`config.mk`:
```
export PLATFORM = sky130hd
export DESIGN_NAME = vga_sprite_scheduler_flat
export DESIGN_NICKNAME = d
export VERILOG_FILES = /design/src/rtl/vga_sprite_scheduler_if.sv /design/src/rtl/vga_sprite_scheduler.sv /design/src/flat_wrapper.sv
export SDC_FILE = /design/constraint.sdc
export NUM_CORES = 1
export LEC_CHECK = 0
export BUFFER_PORTS_ARGS = -buffer_cell sky130_fd_sc_hd__buf_4
export CORE_MARGIN = 8
export CORE_UTILIZATION = 53
export DETAILED_ROUTE_END_ITERATION = 10
export PLACE_DENSITY = 0.74
export REMOVE_ABC_BUFFERS = 1
export SYNTH_ARGS = -nofsm -noshare
export SYNTH_HDL_FRONTEND = slang
export SYNTH_SLANG_ARGS = --single-unit
```
`constraint.sdc`:
```
create_clock -name clk -period 3.3 [get_ports clk]
set_input_delay 0.66 -clock clk [delete_from_list [all_inputs] [get_ports clk]]
set_output_delay 0.66 -clock clk [all_outputs]
set_load 0.1 [all_outputs]
```
`src/rtl/vga_sprite_scheduler_if.sv`:
```
// Bus between the VGA timing/input side and the sprite scheduler:
// sync, buttons and switches in; box positions and status out.
interface vga_sprite_scheduler_if;
    logic        v_sync_i;
    logic [3:0]  key_i;
    logic [9:0]  sw_i;
    logic [10:0] xpos_0_o;
    logic [10:0] ypos_0_o;
    logic [10:0] xpos_1_o;
    logic [10:0] ypos_1_o;
    logic        busy_o;
    logic        frame_done_o;
    logic        overrun_o;

    modport master (
        output v_sync_i, key_i, sw_i,
        input  xpos_0_o, ypos_0_o, xpos_1_o, ypos_1_o,
        input  busy_o, frame_done_o, overrun_o
    );

    modport slave (
        input  v_sync_i, key_i, sw_i,
        output xpos_0_o, ypos_0_o, xpos_1_o, ypos_1_o,
        output busy_o, frame_done_o, overrun_o
    );
endinterface

```
`src/rtl/vga_sprite_scheduler.sv`:
```
// Per-frame motion controller for two VGA boxes: detects frame start on a
// synchronised v_sync, snapshots inputs, then moves box 0 and box 1 on consecutive clocks.
module vga_sprite_scheduler #(
    parameter int H_ACTIVE  = 640,
    parameter int V_ACTIVE  = 480,
    parameter int BOX_W0    = 40,
    parameter int BOX_H0    = 40,
    parameter int BOX_W1    = 40,
    parameter int BOX_H1    = 40,
    parameter int SLOW_STEP = 2,
    parameter int FAST_STEP = 6
) (
    input  logic                 clk,
    input  logic                 rst,
    vga_sprite_scheduler_if.slave bus
);
    localparam logic [1:0] S_IDLE = 2'd0;
    localparam logic [1:0] S_UPD0 = 2'd1;
    localparam logic [1:0] S_UPD1 = 2'd2;
    localparam logic [1:0] S_DONE = 2'd3;

    localparam logic [11:0] X_MAX0 = 12'(H_ACTIVE - BOX_W0);
    localparam logic [11:0] Y_MAX0 = 12'(V_ACTIVE - BOX_H0);
    localparam logic [11:0] X_MAX1 = 12'(H_ACTIVE - BOX_W1);
    localparam logic [11:0] Y_MAX1 = 12'(V_ACTIVE - BOX_H1);
    localparam logic [11:0] STEP_S = 12'(SLOW_STEP);
    localparam logic [11:0] STEP_F = 12'(FAST_STEP);

    // One axis: move only when exactly one of its keys is pressed, saturating at both ends.
    function automatic logic [10:0] axis_move(input logic [10:0] pos, input logic inc,
                                              input logic dec, input logic [11:0] step,
                                              input logic [11:0] lim);
        logic [11:0] p;
        logic [11:0] sum;
        p   = {1'b0, pos};
        sum = p + step;
        axis_move = pos;
        if (inc && !dec)
            axis_move = (sum > lim) ? lim[10:0] : sum[10:0];
        else if (dec && !inc)
            axis_move = (p < step) ? 11'd0 : 11'(p - step);
    endfunction

    logic [2:0]  vs_q;
    logic [3:0]  key_s1_q, key_s2_q;
    logic [3:0]  key_snap_q, key_snap_d;
    logic        en0_q, en0_d, en1_q, en1_d, fast_q, fast_d;
    logic [1:0]  state_q, state_d;
    logic [10:0] x0_q, x0_d, y0_q, y0_d, x1_q, x1_d, y1_q, y1_d;
    logic        overrun_q, overrun_d;
    logic        fs;
    logic [11:0] step;
    logic        unused_sw;

    assign unused_sw = ^{bus.sw_i[8:3], bus.sw_i[0]};
    assign fs        = vs_q[1] & ~vs_q[2];
    assign step      = fast_q ? STEP_F : STEP_S;

    always_comb begin
        state_d    = state_q;
        key_snap_d = key_snap_q;
        en0_d      = en0_q;
        en1_d      = en1_q;
        fast_d     = fast_q;
        x0_d       = x0_q;
        y0_d       = y0_q;
        x1_d       = x1_q;
        y1_d       = y1_q;
        overrun_d  = overrun_q | (fs && state_q != S_IDLE);
        case (state_q)
            S_IDLE: if (fs) begin
                state_d    = S_UPD0;
                key_snap_d = key_s2_q;
                en0_d      = bus.sw_i[1];
                en1_d      = bus.sw_i[2];
                fast_d     = bus.sw_i[9];
            end
            S_UPD0: begin
                state_d = S_UPD1;
                if (en0_q) begin
                    x0_d = axis_move(x0_q, ~key_snap_q[0], ~key_snap_q[3], step, X_MAX0);
                    y0_d = axis_move(y0_q, ~key_snap_q[1], ~key_snap_q[2], step, Y_MAX0);
                end
            end
            S_UPD1: begin
                state_d = S_DONE;
                if (en1_q) begin
                    x1_d = axis_move(x1_q, ~key_snap_q[0], ~key_snap_q[3], step, X_MAX1);
                    y1_d = axis_move(y1_q, ~key_snap_q[1], ~key_snap_q[2], step, Y_MAX1);
                end
            end
            default: state_d = S_IDLE;
        endcase
    end

    always_ff @(posedge clk) begin
        if (!rst) begin
            vs_q       <= 3'b000;
            key_s1_q   <= 4'hF;
            key_s2_q   <= 4'hF;
            key_snap_q <= 4'hF;
            en0_q      <= 1'b0;
            en1_q      <= 1'b0;
            fast_q     <= 1'b0;
            state_q    <= S_IDLE;
            x0_q       <= 11'd0;
            y0_q       <= 11'd0;
            x1_q       <= X_MAX1[10:0];
            y1_q       <= Y_MAX1[10:0];
            overrun_q  <= 1'b0;
        end else begin
            vs_q       <= {vs_q[1:0], bus.v_sync_i};
            key_s1_q   <= bus.key_i;
            key_s2_q   <= key_s1_q;
            key_snap_q <= key_snap_d;
            en0_q      <= en0_d;
            en1_q      <= en1_d;
            fast_q     <= fast_d;
            state_q    <= state_d;
            x0_q       <= x0_d;
            y0_q       <= y0_d;
            x1_q       <= x1_d;
            y1_q       <= y1_d;
            overrun_q  <= overrun_d;
        end
    end

    assign bus.xpos_0_o     = x0_q;
    assign bus.ypos_0_o     = y0_q;
    assign bus.xpos_1_o     = x1_q;
    assign bus.ypos_1_o     = y1_q;
    assign bus.busy_o       = (state_q != S_IDLE);
    assign bus.frame_done_o = (state_q == S_DONE);
    assign bus.overrun_o    = overrun_q;
endmodule

```
`src/flat_wrapper.sv`:
```
// flat-port wrapper written by rule: the top's interface ports become plain ports
module vga_sprite_scheduler_flat 
#(
    parameter int H_ACTIVE  = 640,
    parameter int V_ACTIVE  = 480,
    parameter int BOX_W0    = 40,
    parameter int BOX_H0    = 40,
    parameter int BOX_W1    = 40,
    parameter int BOX_H1    = 40,
    parameter int SLOW_STEP = 2,
    parameter int FAST_STEP = 6
)
  (clk, rst, bus_v_sync_i, bus_key_i, bus_sw_i, bus_xpos_0_o, bus_ypos_0_o, bus_xpos_1_o, bus_ypos_1_o, bus_busy_o, bus_frame_done_o, bus_overrun_o);
  vga_sprite_scheduler_if bus_i ();
  input  logic clk;
  input  logic rst;
  input wire logic [$bits(bus_i.v_sync_i)-1:0] bus_v_sync_i;
  input wire logic [$bits(bus_i.key_i)-1:0] bus_key_i;
  input wire logic [$bits(bus_i.sw_i)-1:0] bus_sw_i;
  output wire logic [$bits(bus_i.xpos_0_o)-1:0] bus_xpos_0_o;
  output wire logic [$bits(bus_i.ypos_0_o)-1:0] bus_ypos_0_o;
  output wire logic [$bits(bus_i.xpos_1_o)-1:0] bus_xpos_1_o;
  output wire logic [$bits(bus_i.ypos_1_o)-1:0] bus_ypos_1_o;
  output wire logic [$bits(bus_i.busy_o)-1:0] bus_busy_o;
  output wire logic [$bits(bus_i.frame_done_o)-1:0] bus_frame_done_o;
  output wire logic [$bits(bus_i.overrun_o)-1:0] bus_overrun_o;
  assign bus_i.v_sync_i = bus_v_sync_i;
  assign bus_i.key_i = bus_key_i;
  assign bus_i.sw_i = bus_sw_i;
  assign bus_xpos_0_o = bus_i.xpos_0_o;
  assign bus_ypos_0_o = bus_i.ypos_0_o;
  assign bus_xpos_1_o = bus_i.xpos_1_o;
  assign bus_ypos_1_o = bus_i.ypos_1_o;
  assign bus_busy_o = bus_i.busy_o;
  assign bus_frame_done_o = bus_i.frame_done_o;
  assign bus_overrun_o = bus_i.overrun_o;
  vga_sprite_scheduler #(.H_ACTIVE(H_ACTIVE), .V_ACTIVE(V_ACTIVE), .BOX_W0(BOX_W0), .BOX_H0(BOX_H0), .BOX_W1(BOX_W1), .BOX_H1(BOX_H1), .SLOW_STEP(SLOW_STEP), .FAST_STEP(FAST_STEP)) u_core (.clk(clk), .rst(rst), .bus(bus_i));
endmodule
```
* Word-level counts from Yosys, hierarchy flattened
Cells that the tools add are included.
Storage, ports and cells: bits in registers 65, input bits 17, output and inout port bits 47, word-level logic and storage cells 73
Cells by class: add/subtract/negate cells 8, magnitude comparators 8, eq/ne operators 4, muxes and demuxes 19, bitwise logic cells 7, reductions and logical operators 14
Operators with widths (count):
- $mux 11 | 16
- $add 11x12->12 | 4
- $lt 11x12->1 | 4
- $sub 11x11->11 | 4
- $gt 12x10->1 const B | 2
- $gt 12x9->1 const B | 2
- $reduce_and 3->1 | 4
- $pmux 2 s3 | 1
- $reduce_bool 2->1 | 3
- $logic_and 1x1->1 | 5
- $not 1->1 | 5
- $eq 2x2->1 const B | 2
- $mux 3 | 1
- $eq 2x1->1 const B | 1
- $logic_not 2->1 | 1
- $mux 2 | 1
- $ne 2x1->1 const B | 1
- $reduce_and 2->1 | 1
- $and 1x1->1 | 1
- $or 1x1->1 | 1

* Logic depth before layout (Yosys ltp)
word-level depth 5, gate-level depth with buffers 9, depth with buffers taken out 8

* Least setup slack after synthesis
No wires, ideal clock.
path kind reg-to-reg, from register u_core.y0_q[1], in the netlist u_core.bus.ypos_0_o[1], to register u_core.y0_q[2], in the netlist u_core.bus.ypos_0_o[2], library setup time 86 ps, data arrival time 3502 ps, data required time 3214 ps, setup slack -288 ps, cell stages (with the launch flop) 10, buffers on the path 1, period minus slack after synthesis 3588 ps, cell sequence dfxtp_1 -> inv_1 -> fa_1 -> and4b_1 -> buf_4 -> nand2_2 -> o31a_1 -> a311o_1 -> or4_1 -> a221oi_2
On the way: word-level cells in the longest chain between the ends 4, elaborated cells between the ends (all ways) 8, classes of those cells add/sub (2); order compare (2); mux (4)
RTL lines:
- start, declared | line vga_sprite_scheduler.sv:49 | logic [10:0] x0_q, x0_d, y0_q, y0_d, x1_q, x1_d, y1_q, y1_d;
- start signal, assigned | line vga_sprite_scheduler.sv:121 | y0_q <= y0_d;
- $add 11x12->12, or another cell as far along | line vga_sprite_scheduler.sv:36 | sum = p + step;
- $gt 12x9->1 / $mux 11 (equally long branches) | line vga_sprite_scheduler.sv:39, vga_sprite_scheduler.sv:41
- $mux 11 (on tied branches) | line vga_sprite_scheduler.sv:39, vga_sprite_scheduler.sv:40
- $mux 11 * | line vga_sprite_scheduler.sv:38 | if (inc && !dec)
Mark *: on every way between the ends. The rest lies on a longest branch, timed or not. The select of a mux whose other input is x is not followed. A chain may end at the register's enable or synchronous reset.

* Worst setup path in the final report
Ends and elaborated chain as after synthesis.

==> results.tsv <==
metric	value	unit
cell taking the most area after synthesis	dfxtp_1	
DP HPWL	8842	um
power density over the cells	310.3	nW/um2
Clock power frac	0.370	
PostCTS Resize Cnt	0	
clock latency on the worst-skew pair	0.35	ns
die span in x	109.8	um
Sequential Power Share	0.476	
Synth Flop Type	dfxtp_1	
internal power	0.001085	W
met3 routed WL	1040	um
maxcap violations	0	
reg2reg path depth	8	
Hold Path Depth	1	
placer congestion estimate	0.8926	
post-synth top area share	0.2620	
CTS Buf Count	9	
Syn. warnings	0	
Ports	64	
DRT Pass-1 Iters	5	
largest net degree at the start of global routing	40	
Post-Synthesis Cells	629	
drt wl/cell	16.65	um
Core Util, Final	0.6048	
GR Util All Layers	0.2124	
critical path required time	3.56	ns
CP startpoint kind	flop	
fin cells	766	
DIE AREA	12050	um2
CTS Buffer Depth	2	
vias per std cell	6.299	
Die H	109.8	um
skew final	0.01360	ns
Top Metal Used	met4	
Worst-path clk slew	0.07	ns
Rows	34	
most common cell in the synthesized netlist	dfxtp_1	
Setup-failing EPs final	0	
nets	692	
worst hold slack	0.4153	ns
Synth top cells by count	dfxtp_1 (61), nand2_1 (56), o21ai_0 (52)	
# diodes	0	
Slew @ Worst Pin	0.8349	ns
top cells by area, synth	dfxtp_1 (26%), o21ai_0 (5.6%), nand2_1 (4.5%)	
cell area after synthesis	4661	um2
Vias	4825	
r2r startpoint	u_core.bus.ypos_0_o[1]	
crit path launch	u_core.bus.ypos_0_o[1]	
Post-DRT Antenna Nets	0	
Yosys cell types	67	
Worst Setup End Kind	flop	
outcome	finished, final reports clean	
Core Region	8636	um2
Comb pwr share	0.155	
Hold Path End	u_core.key_s2_q[2]	
CTS tree	built	
Root Driver	clkbuf_8	
synthesized flop and latch total	61	
post-CTS setup buffer count	0	
area delta synth->final	12.05	%
FFs w/ async S/R, synth	0	
clk sinks	61	
setup slack after layout	0.2814	ns
crit path DAT	3.28	ns
global route total overflow	0	
Max Fclk	331.3	MHz
FF-to-FF End	u_core.bus.ypos_0_o[2]	
Sw Pwr	0.0005352	W
DR iter-0 viols	337	
layout cells sized above 1	0.1413	
worst hold path class	reg2reg	
post-route total power	0.001620	W
Port Buffer Count	52	
Tmin final	3.019	ns
Peak supply drop	0.5485	mV
Routed met2 length	5782	um
Post-Place Worst Slack	0.3342	ns
unrepaired setup endpoints after global routing	false	
Seq/Total Area, Yosys	0.2620	
EDFF count, synth	0	
initial core utilization	0.5397	
DRC	0	
final wirelength	12760	um
Fin. Hold Viols	0	
P_leak	2.028	nW
H-tree depth	3	
Max FO, Critical Path	6	
first-pass GRT wire length	21110	um
syn avg cell area	7.410	um2
slew margin rel.	0.4361	
antenna violations before repair	0	
Hold Buf Count CTS	0	
hold path start	u_core.key_s1_q[2]	
wire length on met1	5696	um
crit share post-route	0.9147	
worst setup path class	reg2reg	
# placed instances	750	
R2R setup slack	0.28	ns
number of global-route vias before repair	4456	
sw frac	0.3303	
fin. max-slew vios	0	
metrics by stage:
stage          area, um2  TNS [ns]
5_1_grt             5223         0
4_1_cts             5223         0
3_5_place_dp        5056         0
3_3_place_gp        5056         0
6_report            5223         0
2_1_floorplan       4448    -1.327
per-layer routing:
| layer | GRT usage | up-vias |
|---|---|---|
| li1 | - | 2341 |
| met1 | 0.2783 | 2253 |
| met2 | 0.3346 | 207 |
| met3 | 0.04396 | 24 |
| met4 | 0.08293 | 0 |
| met5 | 0 | - |
flip-flops by register name, summed over array words and instances, names as in the netlist:
register	flops
u_core.vs_q	3
u_core.en1_q	1
u_core.en0_q	1
u_core.state_q	2
u_core.key_s2_q	4
u_core.bus.xpos_1_o	10
u_core.bus.overrun_o	1
u_core.key_s1_q	4
u_core.key_snap_q	4
u_core.bus.ypos_1_o	10
u_core.fast_q	1
u_core.bus.ypos_0_o	10
u_core.bus.xpos_0_o	10
logic make-up after synthesis:
logic type,Yosys count,share of synthesized area
multiplexers,4,0.008591
AO/OA/AOI/OAI,197,0.2829
AND/OR/NAND/NOR,246,0.2690
other,1,0.0008046
buffers and inverters,79,0.06899
XOR/XNOR,19,0.03570
flip-flops,61,0.2620
adder cells (fa/ha/maj),22,0.07195
area by class of cell:
| cell class | count | area, um2 |
|---|---|---|
| fill | 824 | 3413 |
| multi-input combinational | 492 | 3129 |
| sequential | 61 | 1221 |
| timing repair buffer | 63 | 473.0 |
| tap | 108 | 135.1 |
| clock buffer | 9 | 123.9 |
| inverter | 26 | 97.59 |
| clock inverter | 7 | 42.54 |
worst max-delay path, cell delays in order, from the launching register on:
cell	delay, ns
dfxtp_1	0.41
inv_1	0.15
fa_1	0.49
and4b_1	0.40
nand2_2	0.09
o31a_1	0.31
a311o_1	0.37
or4_1	0.51
a221oi_2	0.21
worst max path at each step:
stage / endpoint / slack (ns) / depth (start not counted)
finish: u_core.bus.ypos_0_o[2] / 0.28 / 8
global route: u_core.bus.ypos_0_o[2] / 0.15 / 8
global placement: u_core.bus.ypos_0_o[2] / 0.39 / 8
detailed placement: u_core.bus.ypos_0_o[2] / 0.33 / 8
CTS: u_core.bus.ypos_0_o[2] / 0.32 / 8
floorplan: u_core.bus.ypos_1_o[8] / -0.36 / 7
placed cells by master (no fill, tap or decap), types with 6 or more instances in the layout:
cell,netlist,layout
buf_4,6,63
dfxtp_1,61,61
nand2_1,56,56
o21ai_0,52,52
nor2_1,43,43
a21oi_1,41,41
nor3_1,33,33
nand3_1,26,26
inv_1,25,25
nand2b_1,16,16
a31oi_1,14,14
xnor2_1,14,14
ha_1,14,14
nor4_1,10,10
nor2b_1,10,10
and3_1,10,10
clkbuf_8,0,9
or2_2,8,8
fa_1,8,8
o21a_1,6,6
o2111ai_1,6,6
nand4_1,6,6
a21o_1,6,6
power groups by stage:
stage               Clock, W  Sequential, W  Combinational (W)
CTS                 0.000606       0.000770           0.000251
finish              0.000599       0.000770           0.000251
floorplan                  0       0.000794           0.000176
global placement           0       0.000786           0.000246
global route        0.000640       0.000773           0.000272
detailed placement         0       0.000788           0.000250
(Power assumes the default switching activity.)
